[src/rtl/load_store_unit.sv]
// Load/store unit: one memory request at a time between the execute stage and a
// single-ported data bus, with alignment checks, lane steering and a wait timeout.
module load_store_unit #(
  parameter int TIMEOUT = 255,
  parameter int CNT_W   = 8
) (
  input  logic        clk,
  input  logic        reset,
  input  logic        req_valid,
  output logic        req_ready,
  input  logic [4:0]  req_cmd,
  input  logic [2:0]  req_type,
  input  logic [31:0] req_addr,
  input  logic [31:0] req_wdata,
  output logic        resp_valid,
  output logic [31:0] resp_data,
  output logic        resp_xcpt_ma,
  output logic        resp_xcpt_af,
  output logic        mem_req_valid,
  input  logic        mem_req_ready,
  output logic        mem_req_we,
  output logic [31:0] mem_req_addr,
  output logic [3:0]  mem_req_be,
  output logic [31:0] mem_req_wdata,
  input  logic        mem_resp_valid,
  input  logic [31:0] mem_resp_rdata
);

  localparam logic [4:0] M_XRD       = 5'b00000;
  localparam logic [4:0] M_XWR       = 5'b00001;
  localparam logic [4:0] M_FLUSH_ALL = 5'b00101;

  localparam logic [2:0] MT_B  = 3'd1;
  localparam logic [2:0] MT_H  = 3'd2;
  localparam logic [2:0] MT_W  = 3'd3;
  localparam logic [2:0] MT_BU = 3'd5;
  localparam logic [2:0] MT_HU = 3'd6;

  localparam logic [1:0] S_IDLE     = 2'd0;
  localparam logic [1:0] S_MEM_REQ  = 2'd1;
  localparam logic [1:0] S_MEM_WAIT = 2'd2;
  localparam logic [1:0] S_RESP     = 2'd3;

  localparam logic [CNT_W-1:0] CNT_LAST = CNT_W'(TIMEOUT - 1);

  logic [1:0]       state_q, state_d;
  logic [4:0]       cmd_q, cmd_d;
  logic [2:0]       type_q, type_d;
  logic [31:0]      addr_q, addr_d;
  logic [31:0]      wdata_q, wdata_d;
  logic [CNT_W-1:0] cnt_q, cnt_d;
  logic [31:0]      data_q, data_d;
  logic             ma_q, ma_d;
  logic             af_q, af_d;

  // Unknown access types are handled like a full word.
  function automatic logic is_misaligned(input logic [2:0] t, input logic [1:0] off);
    logic m;
    case (t)
      MT_B, MT_BU: m = 1'b0;
      MT_H, MT_HU: m = off[0];
      default:     m = (off != 2'b00);
    endcase
    return m;
  endfunction

  function automatic logic [3:0] byte_enables(input logic [2:0] t, input logic [1:0] off);
    logic [3:0] be;
    case (t)
      MT_B, MT_BU: be = 4'b0001 << off;
      MT_H, MT_HU: be = 4'b0011 << off;
      default:     be = 4'b1111;
    endcase
    return be;
  endfunction

  function automatic logic [31:0] lane_data(input logic [2:0] t, input logic [31:0] wd);
    logic [31:0] d;
    case (t)
      MT_B, MT_BU: d = {4{wd[7:0]}};
      MT_H, MT_HU: d = {2{wd[15:0]}};
      default:     d = wd;
    endcase
    return d;
  endfunction

  function automatic logic [31:0] extend_load(input logic [2:0] t, input logic [1:0] off,
                                              input logic [31:0] rd);
    logic [7:0]  b;
    logic [15:0] h;
    logic [31:0] d;
    b = rd[8*off +: 8];
    h = rd[16*off[1] +: 16];
    case (t)
      MT_B:    d = {{24{b[7]}}, b};
      MT_BU:   d = {24'd0, b};
      MT_H:    d = {{16{h[15]}}, h};
      MT_HU:   d = {16'd0, h};
      default: d = rd;
    endcase
    return d;
  endfunction

  always_comb begin
    state_d = state_q;
    cmd_d   = cmd_q;
    type_d  = type_q;
    addr_d  = addr_q;
    wdata_d = wdata_q;
    cnt_d   = cnt_q;
    data_d  = data_q;
    ma_d    = ma_q;
    af_d    = af_q;
    case (state_q)
      S_IDLE: begin
        if (req_valid) begin
          cmd_d   = req_cmd;
          type_d  = req_type;
          addr_d  = req_addr;
          wdata_d = req_wdata;
          data_d  = '0;
          ma_d    = 1'b0;
          af_d    = 1'b0;
          cnt_d   = '0;
          if (req_cmd == M_FLUSH_ALL) begin
            state_d = S_RESP;
          end else if (req_cmd != M_XRD && req_cmd != M_XWR) begin
            af_d    = 1'b1;
            state_d = S_RESP;
          end else if (is_misaligned(req_type, req_addr[1:0])) begin
            ma_d    = 1'b1;
            state_d = S_RESP;
          end else begin
            state_d = S_MEM_REQ;
          end
        end
      end
      S_MEM_REQ: begin
        if (mem_req_ready) begin
          state_d = S_MEM_WAIT;
          cnt_d   = '0;
        end
      end
      S_MEM_WAIT: begin
        cnt_d = cnt_q + 1'b1;
        // A response in the last allowed cycle beats the timeout.
        if (mem_resp_valid) begin
          state_d = S_RESP;
          if (cmd_q == M_XRD) begin
            data_d = extend_load(type_q, addr_q[1:0], mem_resp_rdata);
          end
        end else if (cnt_q == CNT_LAST) begin
          af_d    = 1'b1;
          state_d = S_RESP;
        end
      end
      S_RESP: begin
        state_d = S_IDLE;
      end
      default: begin
        state_d = S_IDLE;
      end
    endcase
  end

  always_ff @(posedge clk) begin
    if (reset) begin
      state_q <= S_IDLE;
      cmd_q   <= '0;
      type_q  <= '0;
      addr_q  <= '0;
      wdata_q <= '0;
      cnt_q   <= '0;
      data_q  <= '0;
      ma_q    <= 1'b0;
      af_q    <= 1'b0;
    end else begin
      state_q <= state_d;
      cmd_q   <= cmd_d;
      type_q  <= type_d;
      addr_q  <= addr_d;
      wdata_q <= wdata_d;
      cnt_q   <= cnt_d;
      data_q  <= data_d;
      ma_q    <= ma_d;
      af_q    <= af_d;
    end
  end

  assign req_ready    = (state_q == S_IDLE);
  assign resp_valid   = (state_q == S_RESP);
  assign resp_data    = resp_valid ? data_q : 32'd0;
  assign resp_xcpt_ma = resp_valid & ma_q;
  assign resp_xcpt_af = resp_valid & af_q;

  // Bus fields are held at zero whenever no request is being offered.
  assign mem_req_valid = (state_q == S_MEM_REQ);
  assign mem_req_we    = mem_req_valid & (cmd_q == M_XWR);
  assign mem_req_addr  = mem_req_valid ? {addr_q[31:2], 2'b00} : 32'd0;
  assign mem_req_be    = mem_req_valid ? byte_enables(type_q, addr_q[1:0]) : 4'd0;
  assign mem_req_wdata = (mem_req_valid && cmd_q == M_XWR) ? lane_data(type_q, wdata_q) : 32'd0;

endmodule

[config.mk]
export PLATFORM = sky130hd
export DESIGN_NAME = load_store_unit
export DESIGN_NICKNAME = d
export VERILOG_FILES = /design/src/rtl/load_store_unit.sv
export SDC_FILE = /design/constraint.sdc
export NUM_CORES = 1
export LEC_CHECK = 0
export ABC_CLOCK_PERIOD_IN_PS = 2650
export BUFFER_PORTS_ARGS = -buffer_cell sky130_fd_sc_hd__buf_2
export CORE_ASPECT_RATIO = 0.6
export CORE_MARGIN = 4
export CORE_UTILIZATION = 50
export DETAILED_ROUTE_END_ITERATION = 16
export GPL_TIMING_DRIVEN = 0
export PLACE_DENSITY = 0.77
export SKIP_LAST_GASP = 1
export SLEW_MARGIN = 25
export SYNTH_ARGS = -nofsm -noshare
export SYNTH_HDL_FRONTEND = slang
export SYNTH_SLANG_ARGS = --single-unit
[constraint.sdc]
create_clock -name clk -period 2.65 [get_ports clk]
set_input_delay 0.1325 -clock clk [delete_from_list [all_inputs] [get_ports clk]]
set_output_delay 0.1325 -clock clk [all_outputs]
set_load 0.05 [all_outputs]
# Word-level counts from Yosys, hierarchy flattened
# Index checks and enable logic that the tools add are counted.
# W data, S select, Z words.
[word_totals] out_inout_bits=106 inputBits=109 regBits=116 wordCells=92
[op_classes] n_mux=36 reduce_logical=17 bitwise_logic=3 addsub=1 n_eq_ne=22 n_shift=4
[op_table] op="$mux W32" count=6
[op_table] op="$pmux W32 S2" count=2
[op_table] op="$pmux W32 S4" count=1
[op_table] op="$shiftx A32 B6 Y16" count=1
[op_table] op="$shiftx A32 B6 Y8" count=1
[op_table] op="$pmux W8 S3" count=1
[op_table] op="$mux W8" count=2
[op_table] op="$mux W2" count=7
[op_table] op="$eq A3 B3 Y1 const B" count=4
[op_table] op="$mux W1" count=12
[op_table] op="$ne A2 B2 Y1 const B" count=5
[op_table] op="$add A8 B1 Y8 const B" count=1
[op_table] op="$eq A8 B8 Y1 const B" count=1
[op_table] op="$pmux W2 S4" count=1
[op_table] op="$pmux W4 S2" count=1
[op_table] op="$reduce_and A4 Y1" count=2
[op_table] op="$reduce_or A2 Y1" count=4
[op_table] op="$eq A3 B1 Y1 const B" count=2
[op_table] op="$eq A3 B2 Y1 const B" count=2
[op_table] op="$reduce_and A3 Y1" count=2
[op_table] op="$eq A5 B1 Y1 const B" count=1
[op_table] op="$eq A5 B3 Y1 const B" count=1
[op_table] op="$logic_not A5 Y1" count=1
[op_table] op="$ne A5 B1 Y1 const B" count=1
[op_table] op="15 further kinds" count=21

# Depth between registers and ports, before layout
# Gate-level depths: netlist of the first run.
[logic_depth] ltp_word=12 depth_mapped=9 ltp_nobuf=6

# Worst setup path before layout of the first run
# No wires, ideal clock.
[synth_timing] path_kind="register to register" startpoint="register state_q[1]" endpoint="register data_q[10]" synth_period_minus_slack_ns=2.480 path_stages_with_launch=10 path_slack_ns=0.170 arrival_time_ns=2.409 setup_ns=0.071 path_cell_list="dfxtp_1 inv_1 ha_1 clkbuf_1 mux2_2 o211ai_1 nor2b_1 clkbuf_1 buf_2 o2bb2ai_1"
[synth_via] elab_chain_cells=3 elab_cells_between_ends=8 classes_between="eq/ne: 4; mux: 1; reduce/logical: 3"
[synth_rtl] item="start, declared" line="46" rtl="logic [1:0] state_q, state_d;"
[synth_rtl] item="start signal, assigned" line="178" rtl="state_q <= state_d;"
[synth_rtl] item="$logic_not A2 Y1 (*)"
[synth_rtl] item="net req_ready" line="10" rtl="output logic req_ready,"
[synth_rtl] item="$ne A2 B2 Y1 (no source line) or $reduce_bool A2 Y1 (tied branches)"
[synth_rtl] item="$reduce_and A4 Y1 (no source line)"
[synth_rtl] item="end signal, assigned" line="184" rtl="data_q <= data_d;"
[synth_rtl] item="end, declared" line="52" rtl="logic [31:0] data_q, data_d;"
# The timed path passes the listed nets; every way through them passes the cells marked *.
# A chain may end at the register's enable or synchronous reset.

# Worst setup path after layout of the first run
[layout_timing] startpoint="register type_q[0]" endpoint="output port mem_req_wdata[24]"
[layout_via] elab_chain_cells=4 elab_cells_between_ends=8 classes_between="eq/ne: 4; mux: 2; reduce/logical: 2"
[layout_rtl] item="start, declared" line="48" rtl="logic [2:0] type_q, type_d;"
[layout_rtl] item="start signal, assigned" line="180" rtl="type_q <= type_d;"
[layout_rtl] item="$eq A3 B2 Y1, or another cell as far along" line="79" rtl="case (t)"
[layout_rtl] item="$reduce_or A2 Y1" line="79"
[layout_rtl] item="$pmux W32 S2 (*)" line="79"
[layout_rtl] item="$mux W32 (*)" line="201" rtl="assign mem_req_wdata = (mem_req_valid && cmd_q == M_XWR) ? lane_data(type_q, wdata_q) : 32'd0;"
[layout_rtl] item="end, declared" line="24" rtl="output logic [31:0] mem_req_wdata,"
# Every way passes the cells marked *; elsewhere a longest branch is shown, timed or not.

==> results.txt, run 1 <==
YS warnings: 0
achievable frequency: 0.3818 GHz
IR Drop Worst-Case VDD: 592.6 uV
Final Util: 74.05%
largest net degree at the start of global routing: 17
Worst Max-Slew Pin Slew: 0.8750 ns
Max Cap Viol: 0
Clock Sinks: 116
initial DRC count: 750
first-pass GRT wire length: 33.25 mm
synthesized cell area: 5779 sq um
flop2flop setup slack: 0.12 ns
total gr overflow: 0
Mapped Cells: 769
crit path kind: reg -> out
R2R cell count: 9
detail-routed via count per cell: 5.449
DRT Pass-1 Iters: 7
clk slew on worst S/H paths: 0.05 ns
Root Buffer: clkbuf_16
IO Port Bufs: 212
Final Cycle Share: 98.83%
Skew-Pair Late Insertion Delay: 0.41 ns
crit path max fanout: 10
Final nets: 1188
Min-Delay Path Depth: 3
Die Y: 91.28 microns
most frequent cells in the layout: buf_2, nand2_1, dfxtp_1
Finished Layout Cells: 1248
antenna-violating nets left: 0
DIE AREA: 13400 sq um
Slew HR: 41.54%
Chip Width: 146.8 microns
Worst EP arrival: 2.49 ns
setup TNS: 0 ns
Leak Pwr: 3.571 nW
Final min period: 2.619 ns
Residual DRC: 0
reg2reg end: data_q[14]
Tot Pwr: 6.854 mW
core area: 11300 sq um
status: finished clean
clk buf depth: 2
share of layout cells above drive strength 1: 24.33%
Final Setup Violations: 0
Placed Cells: 1142
Post-synth top flop: dfxtp_1
synthesis-to-layout area growth: 44.77%
number of synthesized flops with an enable pin: 0
Worst Path Required: 2.52 ns
Hold EP: cmd_q[2]
Initial Util: 51.15%
setup ws final: 0.03097 ns
FP Rows: 30
Worst Hold Class: in -> reg
vias in the first global route: 6524
CTS tree: done
H-Tree Depth: 4
RR Startpoint: state_q[0]
Fin. Hold Viols: 0
Syn Area/Cell: 7.515 sq um
Startpoint Class: flip-flop
Distinct cells, synth: 50
asr flop ratio synth: 0%
number of synthesized register bits: 116
hold_sp: req_cmd[2]
power per cell area: 819.2 nW/um^2
final wirelength: 21.25 mm
Via Count: 6800
cts bufs inserted: 17
register area share after synthesis: 40.18%
initial antenna violation count: 0
GP Congestion: 0.9714
IO Count: 215
Worst Setup End Kind: output port
clk_skew: 0.009819 ns
Slew Limit Fails: 0
GRT Util Overall: 31.01%
RSZ-0062 raised after global routing: true
DR WL/cell: 17.03 microns
most common cell after layout, fill and taps aside: buf_2
pre-CTS setup slack: 0.05553 ns
hpwl dp: 14.60 mm
-- timing repair --
item	in CTS	in global routing
hold endpoints to repair	70	0
setup buffers	0	0
setup endpoints to repair	17	33
hold buffers	70	0
resized for setup	3	10
-- critical path, cell delays in order (launching register included) --
cell and delay, ns:
dfxtp_1 0.32, clkbuf_1 0.37, buf_2 0.29, buf_1 0.48, nor2_4 0.15, nand2_1 0.11
a31oi_1 0.11, buf_2 0.23
-- synth_stat cells, drive strengths merged (7+ instances only) --
cell       n  share of area, %
and2      73               7.9
o2bb2ai   23               3.5
clkbuf    40               2.6
ha         7               1.5
dfxtp    116                40
a22o       7               1.1
nand2    209                14
a31oi      9              0.97
nor2b      8              0.87
buf       17               1.3
a221oi     8               1.2
inv       11              0.71
o21ai     33               2.9
mux2i      7               1.2
nor2      19               1.2
a21oi    112               9.7
-- how the worst max path moves through the flow --
| stage | startpoint | cells past startpoint | endpoint | slack, ns |
|---|---|---|---|---|
| 2_1_floorplan | state_q[1] | 9 | data_q[10] | 0.17 |
| 3_3_place_gp | state_q[0] | 9 | data_q[14] | 0.09 |
| 3_5_place_dp | state_q[1] | 9 | data_q[14] | 0.06 |
| 4_1_cts | type_q[0] | 7 | mem_req_wdata[31] | -0.04 |
| 5_1_grt | type_q[0] | 7 | mem_req_wdata[24] | -0.08 |
| 6_report | type_q[0] | 7 | mem_req_wdata[24] | 0.03 |
-- state kept, by name, summed over array words and instances (netlist names) --
register	count
addr_q	32
af_q	1
cmd_q	5
cnt_q	8
data_q	32
ma_q	1
state_q	2
type_q	3
wdata_q	32
-- metrics by stage --
stage               area [sq um]  hold slack [ns]
finish                      8367          0.02517
global placement            7044           0.3755
floorplan                   5783           0.2685
detailed placement          7044           0.3775
CTS                         8329          0.01867
global route                8359          0.03041
-- layer usage --
metal / vias to the layer above / track usage [%] / share of wire [%]
met2: 376 / 46.00 / 43
met1: 3117 / 42.11 / 43
met4: 0 / 11.27 / 2.7
met5: - / 0 / 0
li1: 3243 / - / -
met3: 64 / 10.22 / 12
-- kinds of logic (layout without fill, tap and decap cells) --
kind of cell | Yosys count | in the layout | share of synthesized area [%]
and+or+nand+nor | 344 | 344 | 27.69
DFF | 116 | 116 | 40.18
AOI/OAI and AO/OA | 218 | 218 | 23.14
other | 1 | 5 | 0.06489
adders and majority gates | 7 | 7 | 1.515
muxes | 10 | 10 | 1.992
xor gates and xnor gates | 5 | 5 | 0.7579
buffers and inverters | 68 | 383 | 4.655
-- power breakdown --
part           internal [mW]  total, mW  switching (mW)
registers               2.01       2.22           0.210
logic                  0.739       2.41            1.67
clock network           1.38       2.22           0.841
total                   4.13       6.85            2.72
-- layout make-up --
cell class	instances	area (sq um)
antenna	3	7.507
buffer	57	232.7
clock buffer	19	432.9
clock inverter	13	135.1
fill	858	2932
inverter	11	41.29
multi-input combinational	586	3228
sequential	116	2322
tap	160	200.2
timing repair buffer	283	1767
Power figures use the tool's default switching activity.
==> inputs of run 2 (changes only) <==
--- a/config.mk
+++ b/config.mk
@@ -5,14 +5,14 @@
 export SDC_FILE = /design/constraint.sdc
 export NUM_CORES = 1
 export LEC_CHECK = 0
-export ABC_CLOCK_PERIOD_IN_PS = 2650
+export ABC_CLOCK_PERIOD_IN_PS = 2130
 export BUFFER_PORTS_ARGS = -buffer_cell sky130_fd_sc_hd__buf_2
 export CORE_ASPECT_RATIO = 0.6
 export CORE_MARGIN = 4
-export CORE_UTILIZATION = 50
+export CORE_UTILIZATION = 45
 export DETAILED_ROUTE_END_ITERATION = 16
 export GPL_TIMING_DRIVEN = 0
-export PLACE_DENSITY = 0.77
+export PLACE_DENSITY = 0.73
 export SKIP_LAST_GASP = 1
 export SLEW_MARGIN = 25
 export SYNTH_ARGS = -nofsm -noshare
==> constraint.sdc (replaced) <==
create_clock -name clk -period 2.13 [get_ports clk]
set_input_delay 0.1065 -clock clk [delete_from_list [all_inputs] [get_ports clk]]
set_output_delay 0.1065 -clock clk [all_outputs]
set_load 0.05 [all_outputs]
==> results.txt, run 2 (synthesized netlist as in run 1, its figures left out) <==
synthesis-to-layout area growth: 52.61%
Internal: 5.497 mW
Final Cycle Share: 97.60%
Max Cap Viol: 0
# fillers: 977
Skew-Pair Late Insertion Delay: 0.41 ns
GRT Util Overall: 28.23%
Worst Max-Slew Pin Slew: 0.9416 ns
detail-routed via count per cell: 5.372
Worst Path Required: 2.02 ns
core area: 12300 sq um
vias in the first global route: 6411
hpwl dp: 15.11 mm
Slew HR: 37.09%
fin area: 8820 sq um
Worst Setup End Kind: output port
Leak Pwr: 3.679 nW
Residual DRC: 0
H-Tree Depth: 4
Final Setup Violations: 0
Worst Hold Class: in -> reg
clock group share of total power: 32.1%
Area after DPL: 7184 sq um
GP Congestion: 0.9493
clk_skew: 0.006199 ns
pre-CTS setup slack: -0.5143 ns
achievable frequency: 0.4811 GHz
combinational share of power: 36.6%
Reg power frac: 31.2%
clk buf depth: 2
register area: 2331 sq um
Slew Limit Fails: 0
Placed Cells: 1147
Clock Sinks: 116
FP Rows: 31
Fin. Hold Viols: 0
Initial Util: 47.00%
initial DRC count: 542
hold slack: 0.02357 ns
initial antenna violation count: 0
cts bufs inserted: 17
antenna-violating nets left: 0
DIE AREA: 14780 sq um
final wirelength: 21.52 mm
most common cell after layout, fill and taps aside: nand2_1
Via Count: 6742
Multi-input gate area: 3453 sq um
share of layout cells above drive strength 1: 29.54%
total gr overflow: 0
Final min period: 2.079 ns
crit path max fanout: 10
clk slew on worst S/H paths: 0.05 ns
most frequent cells in the layout: nand2_1, buf_2, dfxtp_1
Ant. Diodes: 0
first-pass GRT wire length: 33.08 mm
DR WL/cell: 17.15 microns
biggest regs: addr_q x32, data_q x32, wdata_q x32
status: finished clean
IR Drop Worst-Case VDD: 663.5 uV
Startpoint Class: flip-flop
Chip Width: 154.3 microns
Root Buffer: clkbuf_16
CTS tree: done
Die Y: 95.78 microns
IO Count: 215
setup ws final: 0.05121 ns
IO Port Bufs: 212
Worst EP arrival: 1.97 ns
crit path kind: reg -> out
power per cell area: 1016 nW/um^2
switch share: 38.68%
Finished Layout Cells: 1255
flop2flop setup slack: 0.06 ns
largest net degree at the start of global routing: 17
DRT Pass-1 Iters: 6
Final Util: 71.73%
Final nets: 1195
Psw: 3.467 mW
-- run 2: power by group through the flow --
stage	registers, mW	clock network (mW)	logic (mW)
2_1_floorplan	2.70	0	2.08
3_3_place_gp	2.78	0	2.82
3_5_place_dp	2.78	0	2.84
4_1_cts	2.77	2.91	3.07
5_1_grt	2.83	3.02	3.56
6_report	2.80	2.88	3.28
-- run 2: final cells by class --
| type | instances | share of cell area [%] |
|---|---|---|
| buffer | 55 | 3.121 |
| timing repair buffer | 292 | 21.75 |
| sequential | 116 | 26.43 |
| clock inverter | 9 | 1.475 |
| multi-input combinational | 586 | 39.15 |
| tap | 165 | 2.341 |
| inverter | 11 | 0.5107 |
| clock buffer | 21 | 5.221 |
-- run 2: path summary, 6_finish.rpt --
check                startpoint           endpoint  cells past startpoint
max                   type_q[0]  mem_req_wdata[12]                      6
min          mem_resp_rdata[11]         data_q[11]                      3
max reg2reg            cmd_q[4]          data_q[7]                      5
min reg2reg          addr_q[25]         addr_q[25]                      2
-- run 2: through the flow --
step,TNS [ns],power [mW]
3_3_place_gp,-21.03,5.597
2_1_floorplan,-3.538,4.780
4_1_cts,0,8.749
3_5_place_dp,-24.84,5.628
5_1_grt,-0.03862,9.420
6_report,0,8.964
-- run 2: timing repair --
| action | CTS | global route |
|---|---|---|
| setup buffers | 2 | 6 |
| endpoints found under the setup margin | 171 | 168 |
| endpoints found under the hold margin | 72 | 0 |
| pin swaps | 1 | 5 |
| resized for setup | 47 | 56 |
| hold buffers | 72 | 0 |
-- run 2: worst max-delay path, stage by stage, from the launching register on --
cell      delay (ns)
dfxtp_4         0.42
buf_4           0.21
nor2b_1         0.20
buf_4           0.21
nand2_1         0.11
a21oi_2         0.16
clkbuf_4        0.25
-- run 2: per-layer routing --
layer	vias to the layer above	GRT usage [%]	share of wire, %
met3	33	9.614	11
met1	3130	39.30	45
met2	329	41.76	42
li1	3250	-	-
met4	0	7.862	1.6
met5	-	0	0
